--- config.mk ---
export PLATFORM = sky130hd
export DESIGN_NAME = fault_monitor_ctrl
export DESIGN_NICKNAME = d
export VERILOG_FILES = /design/src/rtl/fault_monitor_ctrl.sv
export SDC_FILE = /design/constraint.sdc
export NUM_CORES = 1
export LEC_CHECK = 0
export ABC_AREA = 1
export CORE_MARGIN = 2
export CORE_UTILIZATION = 59
export DETAILED_ROUTE_END_ITERATION = 10
export GPL_ROUTABILITY_DRIVEN = 0
export PLACE_DENSITY = 0.8
export SKIP_LAST_GASP = 1
export SLEW_MARGIN = 20
export SYNTH_ARGS = -nofsm -noshare
export SYNTH_HDL_FRONTEND = slang
export SYNTH_SLANG_ARGS = --single-unit
--- constraint.sdc ---
create_clock -name clk -period 2.85 [get_ports clk]
set_input_delay 0.285 -clock clk [delete_from_list [all_inputs] [get_ports clk]]
set_output_delay 0.285 -clock clk [all_outputs]
set_load 0.05 [all_outputs]
--- src/rtl/fault_monitor_ctrl.sv ---
// Multi-channel fault supervisor: round-robin debounce over NCH inputs,
// sticky status latching and one-at-a-time valid/ack event reporting.
module fault_monitor_ctrl #(
    parameter int unsigned NCH        = 4,
    parameter int unsigned CNT_W      = 10,
    parameter int unsigned THRESH_DEF = 2
) (
    input  logic                     clk,
    input  logic                     reset,
    input  logic                     enable,
    input  logic [NCH-1:0]           noisy_in,
    input  logic                     cfg_we,
    input  logic [CNT_W-1:0]         cfg_threshold,
    input  logic [NCH-1:0]           clear_mask,
    output logic [NCH-1:0]           fault_status,
    output logic                     alarm,
    output logic                     evt_valid,
    output logic [$clog2(NCH)-1:0]   evt_ch,
    input  logic                     evt_ack,
    output logic [$clog2(NCH)-1:0]   scan_ch
);

    localparam int unsigned CH_W = $clog2(NCH);

    typedef enum logic {S_DISABLED, S_SCAN} scan_state_t;
    typedef enum logic {EV_IDLE, EV_WAIT}   ev_state_t;

    scan_state_t scan_state, scan_state_nxt;
    ev_state_t   ev_state,   ev_state_nxt;

    logic [CNT_W-1:0] cnt [NCH];
    logic [CNT_W-1:0] cnt_nxt [NCH];
    logic [CNT_W-1:0] threshold, threshold_nxt;
    logic [NCH-1:0]   pending, pending_nxt;
    logic [NCH-1:0]   status_nxt;
    logic             alarm_nxt;
    logic             evt_valid_nxt;
    logic [CH_W-1:0]  evt_ch_nxt;
    logic [CH_W-1:0]  scan_ch_nxt;

    logic             visit_c;
    logic             hit_c;
    logic             confirm_c;
    logic [CNT_W-1:0] cur_cnt_c;
    logic [NCH-1:0]   new_fault_c;
    logic [NCH-1:0]   take_mask_c;
    logic [CH_W-1:0]  lowest_c;

    // Lowest-index set bit of the pending vector.
    function automatic logic [CH_W-1:0] lowest_set(input logic [NCH-1:0] v);
        logic [CH_W-1:0] idx;
        idx = '0;
        for (int i = NCH - 1; i >= 0; i--) begin
            if (v[i]) idx = CH_W'(i);
        end
        return idx;
    endfunction

    // State registers
    always_ff @(posedge clk or posedge reset) begin
        if (reset) begin
            scan_state <= S_DISABLED;
            ev_state   <= EV_IDLE;
        end else begin
            scan_state <= scan_state_nxt;
            ev_state   <= ev_state_nxt;
        end
    end

    // Next-state logic
    always_comb begin
        scan_state_nxt = scan_state;
        ev_state_nxt   = ev_state;
        case (scan_state)
            S_DISABLED: if (enable)  scan_state_nxt = S_SCAN;
            S_SCAN:     if (!enable) scan_state_nxt = S_DISABLED;
            default:                 scan_state_nxt = S_DISABLED;
        endcase
        case (ev_state)
            EV_IDLE: if (|pending) ev_state_nxt = EV_WAIT;
            EV_WAIT: if (evt_ack)  ev_state_nxt = EV_IDLE;
            default:               ev_state_nxt = EV_IDLE;
        endcase
    end

    // Output / datapath next values; clear always wins over a same-cycle confirm
    always_comb begin
        cnt_nxt       = cnt;
        threshold_nxt = threshold;
        scan_ch_nxt   = scan_ch;
        evt_valid_nxt = evt_valid;
        evt_ch_nxt    = evt_ch;
        new_fault_c   = '0;
        take_mask_c   = '0;

        visit_c   = (scan_state_nxt == S_SCAN);
        hit_c     = noisy_in[scan_ch];
        cur_cnt_c = cnt[scan_ch];
        confirm_c = visit_c && hit_c && (cur_cnt_c == threshold);
        lowest_c  = lowest_set(pending);

        if (scan_state_nxt == S_DISABLED && cfg_we) threshold_nxt = cfg_threshold;

        if (visit_c) begin
            scan_ch_nxt = (scan_ch == CH_W'(NCH - 1)) ? '0 : scan_ch + CH_W'(1);
            if (!hit_c)          cnt_nxt[scan_ch] = '0;
            else if (!confirm_c) cnt_nxt[scan_ch] = cur_cnt_c + CNT_W'(1);
        end
        if (confirm_c && !fault_status[scan_ch]) new_fault_c[scan_ch] = 1'b1;

        case (ev_state)
            EV_IDLE: if (|pending) begin
                evt_valid_nxt         = 1'b1;
                evt_ch_nxt            = lowest_c;
                take_mask_c[lowest_c] = 1'b1;
            end
            EV_WAIT: if (evt_ack) evt_valid_nxt = 1'b0;
            default: evt_valid_nxt = 1'b0;
        endcase

        for (int i = 0; i < NCH; i++) begin
            if (clear_mask[i]) cnt_nxt[i] = '0;
        end
        pending_nxt = ((pending & ~take_mask_c) | new_fault_c) & ~clear_mask;
        status_nxt  = (fault_status | new_fault_c) & ~clear_mask;
        alarm_nxt   = |fault_status;
    end

    // Datapath registers
    always_ff @(posedge clk or posedge reset) begin
        if (reset) begin
            for (int i = 0; i < NCH; i++) cnt[i] <= '0;
            threshold    <= CNT_W'(THRESH_DEF);
            pending      <= '0;
            fault_status <= '0;
            alarm        <= 1'b0;
            evt_valid    <= 1'b0;
            evt_ch       <= '0;
            scan_ch      <= '0;
        end else begin
            cnt          <= cnt_nxt;
            threshold    <= threshold_nxt;
            pending      <= pending_nxt;
            fault_status <= status_nxt;
            alarm        <= alarm_nxt;
            evt_valid    <= evt_valid_nxt;
            evt_ch       <= evt_ch_nxt;
            scan_ch      <= scan_ch_nxt;
        end
    end

endmodule

==> results of run 1 <==
-- flip-flops by register name, indices dropped and copies added, names as in the netlist --
register	cells
evt_valid	1
alarm	1
fault_status	4
ev_state	1
evt_ch	2
threshold	10
cnt	40
scan_ch	2
pending	4
-- routing by layer --
metal,routed length [um],part of all wire (%),up-vias,global-route usage [%]
li1,-,-,2215,-
met1,5270,41,2066,45.0
met2,5730,44,273,49.4
met3,1240,9.6,59,6.29
met4,657,5.1,0,16.3
met5,0,0,-,0
-- stage by stage --
stage               total power (W)  cell area [um^2]  cells  setup WS, ns
floorplan                   0.00313              4370    668         0.415
global placement            0.00370              4700    776         0.397
detailed placement          0.00375              4700    776         0.366
CTS                         0.00445              4870    792         0.342
global route                0.00484              4880    792        0.0744
finish                      0.00456              4880    792         0.342
-- path summary, 6_finish.rpt --
kind                             startpoint            to  slack, ns  depth (start not counted)
setup / recovery                 scan_ch[0]       cnt[24]       0.34                         13
hold / removal                        reset    scan_ch[0]       0.33                          2
setup reg to reg                 scan_ch[0]       cnt[24]       0.34                         13
hold reg to reg                   evt_ch[1]     evt_ch[1]       0.49                          2
min in group clk           cfg_threshold[1]  threshold[1]       0.47                          3
max in group asynchronous             reset    pending[2]       1.91                          3
-- cell families after synthesis --
family,Yosys count,synth area share (%)
adder cells (fa/ha/maj),5,1.43
flip-flops,65,37.2
XOR/XNOR,3,0.773
multiplexers,3,0.772
buffers and inverters,73,8.07
AND/OR/NAND/NOR,440,42.3
AO/OA/AOI/OAI,79,9.41
-- cells in the mapped netlist --
cell        n  area share (%)
nand3b_1    1            0.17
nand3_1   109              12
buf_6       7             1.8
dfstp_2     1            0.60
nor2_1     39             3.3
buf_2       6            0.69
xor2_1      2            0.40
a22oi_1     2            0.34
inv_4       1            0.14
a211oi_1    4            0.69
clkinv_1    2            0.17
buf_1       4            0.34
xor2_2      1            0.37
nand2_2     8             1.1
nor3_1      5            0.57
dfrtp_1    64              37
buf_4       3            0.51
inv_6       1            0.20
o21ai_1     2            0.23
or2_0       1            0.14
nand3_2     1            0.23
inv_1      38             3.3
nor3_2      1            0.23
nand2_1   268              23
o21ai_0    10             1.1
clkbuf_1   11            0.94
ha_1        5             1.4
nand4_1     6            0.86
nor2_2      1            0.14
a31oi_1     1            0.14
mux2_2      3            0.77
a21oi_1    60             6.9
-- cell type report --
class	instances	area [um^2]	share of cell area, %
clock buffers	9	124	2.54
clock inverters	7	47.5	0.975
well taps	99	124	2.54
flip-flops and latches	65	1630	33.4
multi-input cells	530	2390	49.1
inverters	42	165	3.39
repair buffers	40	397	8.13
-- where the power goes --
group	total (W)	internal, W	switching, W
logic	0.00253	0.000730	0.00180
registers	0.00132	0.00112	0.000200
clock network	0.000704	0.000313	0.000391
total	0.00456	0.00216	0.00239
==> out/metrics.cfg, run 1 <==
[setup_path]
cp_data_arrival_time_ns=2.81
worst-path-buf-inv=1
crit_family=simple AND/OR/NAND/NOR gates
critical-path-max-stage-delay_ns=0.49
start_kind=flip-flop
cpMostUsedCell=nand2_1
cp-end-kind=flip-flop
crit_required_ns=3.15
slowest_stage=xor2_1
crit_fanout=30
path_cells=buf_6 -> nand2_1 -> nand2_1 -> nand2_1 -> nand2_1 -> ha_1 -> nand2_1 -> nor2_1 -> xor2_1 -> nand2_1 -> a21oi_1 -> nand3_1 -> nand2_1
worstSetupPathType=reg2reg

[finish]
nNetsFinal=716
layout-drive-gt1-share_pct=6.20
finish.utilization_pct=67.6
n_antenna_cell=0
area_delta_synth_final_pct=11.5
final_common_cell=nand2_1
nFillCells=656
final_cell_mix=nand2_1 (268), nand3_1 (109), dfrtp_1 (64)

[flow_run]
drv_cap=0

[clocking]
cts_tree=yes
cts.sinks=65
cts_resized=0
cts-htree-levels=3
ctsRootBufferMaster=clkbuf_8
clk_pin_slew_ns=0.08
cts_inserted_buffers=9
post_cts.repair.setup_buffers=0
cts_buffer_depth=2
cts_hold_buffers=0
clk_latency_ns=0.36

[logic_synthesis]
syn-num-nets=696
yosysUniqueCellTypes=32
yosys_warnings=0
avgSynthCellArea_um2=6.55
synthesis.area_um2=4370
seq_area_frac_synth_pct=37.2
synth-seq-cells=65
synth_cells=668

[sta]
relSlewSlack_pct=57.6
tightest_slew_ns=0.635
fin_crit_ns=2.51
setup_violations=0
finClkSkew_ns=0.0114
rsz0062_at_grt=false
fin_crit_sh_pct=88.0
whs_ns=0.330
tns_ns=0
fmax_mhz=399
finalHoldViolations=0
drv_slew=0

[placement]
hpwlAfterDp_mm=9.47
portBuffers=32

[route]
first_pass_iters=6
ant_nets=0
detail_route.wl_per_cell_um=16.3
drc=0
drtIter0Drc=724
viasPerCell=5.82
totalWireLength_mm=12.9
num_vias=4613

[grt]
grt_max_degree=38
grt_first_pass_wirelength_mm=21.0
grt_pass1_vias=4180
grt_usage_pct=32.7
grt.overflow.total=0
antenna_found_initial=0

[floorplanning]
start_util_pct=60.6
die_w_um=90.1
boundaryPins=33
dieArea_um2=8120
die_h_um=90.1
rows=31
coreArea_um2=7210

[power_and_ir_drop]
power_density_nw_per_um2=934
leakage_nw=2.40
vdd_drop_max_mv=0.448

[hold_path]
hold_class=in2async

[status]
outcome=finished, final reports clean

Power figures use the tool's default switching activity.
==> run 2: changes to the inputs <==
- PLACE_DENSITY: 0.8 -> unset
- PLACE_DENSITY_LB_ADDON: unset -> 0.08
==> run 2 against run 1 <==
Effect of this change:
- register-to-register slack worse by 0.02 ns
- setup slack lost 0.022 ns
- cell area up 0.18%
- sequential power hardly changed
- core utilization grew 0.12 points
- count of clock-buffer cells in the layout up 1
- total power down 0.34%
- combinational power decreased by 2%
- clock skew shrank 0.00092 ns
==> out/metrics.cfg, run 2 (same netlist as run 1, synthesis figures left out) <==
[status]
outcome=finished, final reports clean

[floorplanning]
coreArea_um2=7210  ; unchanged
boundaryPins=33  ; unchanged
start_util_pct=60.6  ; unchanged
rows=31  ; unchanged
die_h_um=90.1  ; unchanged
dieArea_um2=8120  ; unchanged
die_w_um=90.1  ; unchanged

[sta]
whs_ns=0.321  ; -0.00876 ns
tightest_slew_ns=0.517  ; -0.118 ns
setup_violations=0  ; unchanged
fmax_mhz=395  ; -0.88%
drv_slew=0  ; unchanged
rsz0062_at_grt=false
fin_crit_sh_pct=88.8  ; +0.78 points
finalHoldViolations=0  ; unchanged
finClkSkew_ns=0.0105  ; -0.000921 ns
tns_ns=0  ; unchanged
fin_crit_ns=2.53  ; +0.0222 ns
relSlewSlack_pct=65.4  ; +7.8 points

[finish]
largest_reg_flops=40  ; unchanged
nNetsFinal=716  ; unchanged
final_cell_mix=nand2_1 (268), nand3_1 (109), dfrtp_1 (64)
layout-drive-gt1-share_pct=6.20  ; unchanged
top_register=cnt
area_delta_synth_final_pct=11.7
largest_registers=cnt (40), threshold (10)
final_common_cell=nand2_1
n_antenna_cell=0  ; unchanged

[setup_path]
worstSetupPathType=reg2reg
cp_data_arrival_time_ns=2.83  ; +0.02 ns
rrSetupSlack_ns=0.32  ; -0.02 ns
worstReg2RegStart=scan_ch[0]
endpoint=cnt[13]
cp-end-kind=flip-flop
worst_r2r_endpoint=cnt[13]
crit_start=scan_ch[0]
crit_required_ns=3.14  ; about the same
start_kind=flip-flop
crit_fanout=30  ; unchanged
reg2regPathDepth=15  ; +2

[route]
viasPerCell=5.79  ; -0.59%
first_pass_iters=5  ; -1
totalWireLength_mm=12.4  ; -3.9%
detail_route.wl_per_cell_um=15.6  ; -3.9%
drc=0  ; unchanged
num_vias=4586  ; -0.59%
ant_nets=0  ; unchanged
drtIter0Drc=647  ; -11%

[grt]
busiest_layer=met2
antenna_found_initial=0  ; unchanged
grt_max_degree=66  ; +74%
grt.overflow.total=0  ; unchanged
met1_usage_pct=43.2  ; -1.8 points
use_met3_pct=5.53  ; -0.75 points
grt_first_pass_wirelength_mm=20.4  ; -2.9%
gr-usage-met2_pct=49.6  ; +0.13 points
grt_pass1_vias=4226  ; +1.1%
grt_usage_pct=31.4  ; -1.3 points

[clocking]
cts_buffer_depth=2  ; unchanged
cts_resized=0  ; unchanged
cts.sinks=65  ; unchanged
post_cts.repair.setup_buffers=0  ; unchanged
cts_hold_buffers=0  ; unchanged
clk_latency_ns=0.36  ; about the same
ctsRootBufferMaster=clkbuf_8
clk_pin_slew_ns=0.08  ; about the same
cts-htree-levels=3  ; unchanged
cts_tree=yes
cts_inserted_buffers=9  ; unchanged

[power_and_ir_drop]
switchingPower_w=0.00235  ; -1.7%
pwr-share-clk_pct=16.0  ; +0.6 points
p_seq_share_pct=29.2  ; +0.2 points
vdd_drop_max_mv=0.449  ; +0.43%
p_int_w=0.00219  ; +1.2%
combPwrFrac_pct=54.8  ; -0.8 points
switching_share_pct=51.8  ; -0.73 points
power_density_nw_per_um2=930  ; -0.51%
leakage_nw=2.40  ; +0.15%

[flow_run]
drv_cap=0  ; unchanged

[placement]
hpwlAfterDp_mm=9.18  ; -3.1%
portBuffers=32  ; unchanged

[hold_path]
hold_class=in2async

## run 2: layout make-up
cell class	count	area (um^2)
Clock buffer	10	138
Timing Repair Buffer	40	397
Tap cell	99	124
Clock inverter	6	42.5
Inverter	42	165
Fill cell	651	2330
Sequential cell	65	1630
Multi-Input combinational cell	530	2390
## run 2: worst min-delay path by stage
stage                   start   endpoint  slack, ns  cells after the start
floorplan             evt_ack  evt_valid       0.37                      1
global placement    evt_ch[0]  evt_ch[0]       0.46                      2
detailed placement  evt_ch[0]  evt_ch[0]       0.48                      2
CTS                     reset     cnt[0]       0.34                      3
global route            reset     cnt[9]       0.39                      3
finish                  reset     cnt[0]       0.32                      3
## run 2: per-layer routing
| layer | share of wire (%) | up-vias |
|---|---|---|
| met3 | 9.5 | 47 |
| li1 | - | 2208 |
| met2 | 45 | 245 |
| met5 | 0 | - |
| met1 | 42 | 2086 |
| met4 | 3.3 | 0 |
## run 2: stage by stage
step / instances / setup WS [ns] / total power [W] / utilization [%] / instance area [um^2]
2_1_floorplan: 668 / 0.415 / 0.00313 / - / 4370
3_3_place_gp: 776 / 0.457 / 0.00368 / 65.2 / 4700
3_5_place_dp: 776 / 0.376 / 0.00373 / 65.2 / 4700
4_1_cts: 792 / 0.349 / 0.00445 / 67.7 / 4880
5_1_grt: 792 / 0.0687 / 0.00484 / 67.7 / 4890
6_report: 792 / 0.319 / 0.00454 / 67.7 / 4890
## run 2: power groups by stage
stage          Combinational [W]  Sequential [W]  Clock (W)
6_report                 0.00249         0.00133   0.000726
5_1_grt                  0.00273         0.00135   0.000769
4_1_cts                  0.00240         0.00132   0.000729
3_5_place_dp             0.00239         0.00134          0
3_3_place_gp             0.00234         0.00133          0
2_1_floorplan            0.00180         0.00132          0
## run 2: worst max-delay path, stage by stage, from the launching register on
cell and delay (ns):
dfrtp_1 0.43, buf_6 0.26, nand2_1 0.14, nand3_1 0.11, nand2_1 0.13, nand2_1 0.12, o21ai_0 0.08, nor2_1 0.12
nand2_1 0.06, nor2_1 0.09, nand2_1 0.18, nand2_1 0.11, nand2_1 0.23, nand2_2 0.26, nand2_1 0.08, nand2_1 0.06
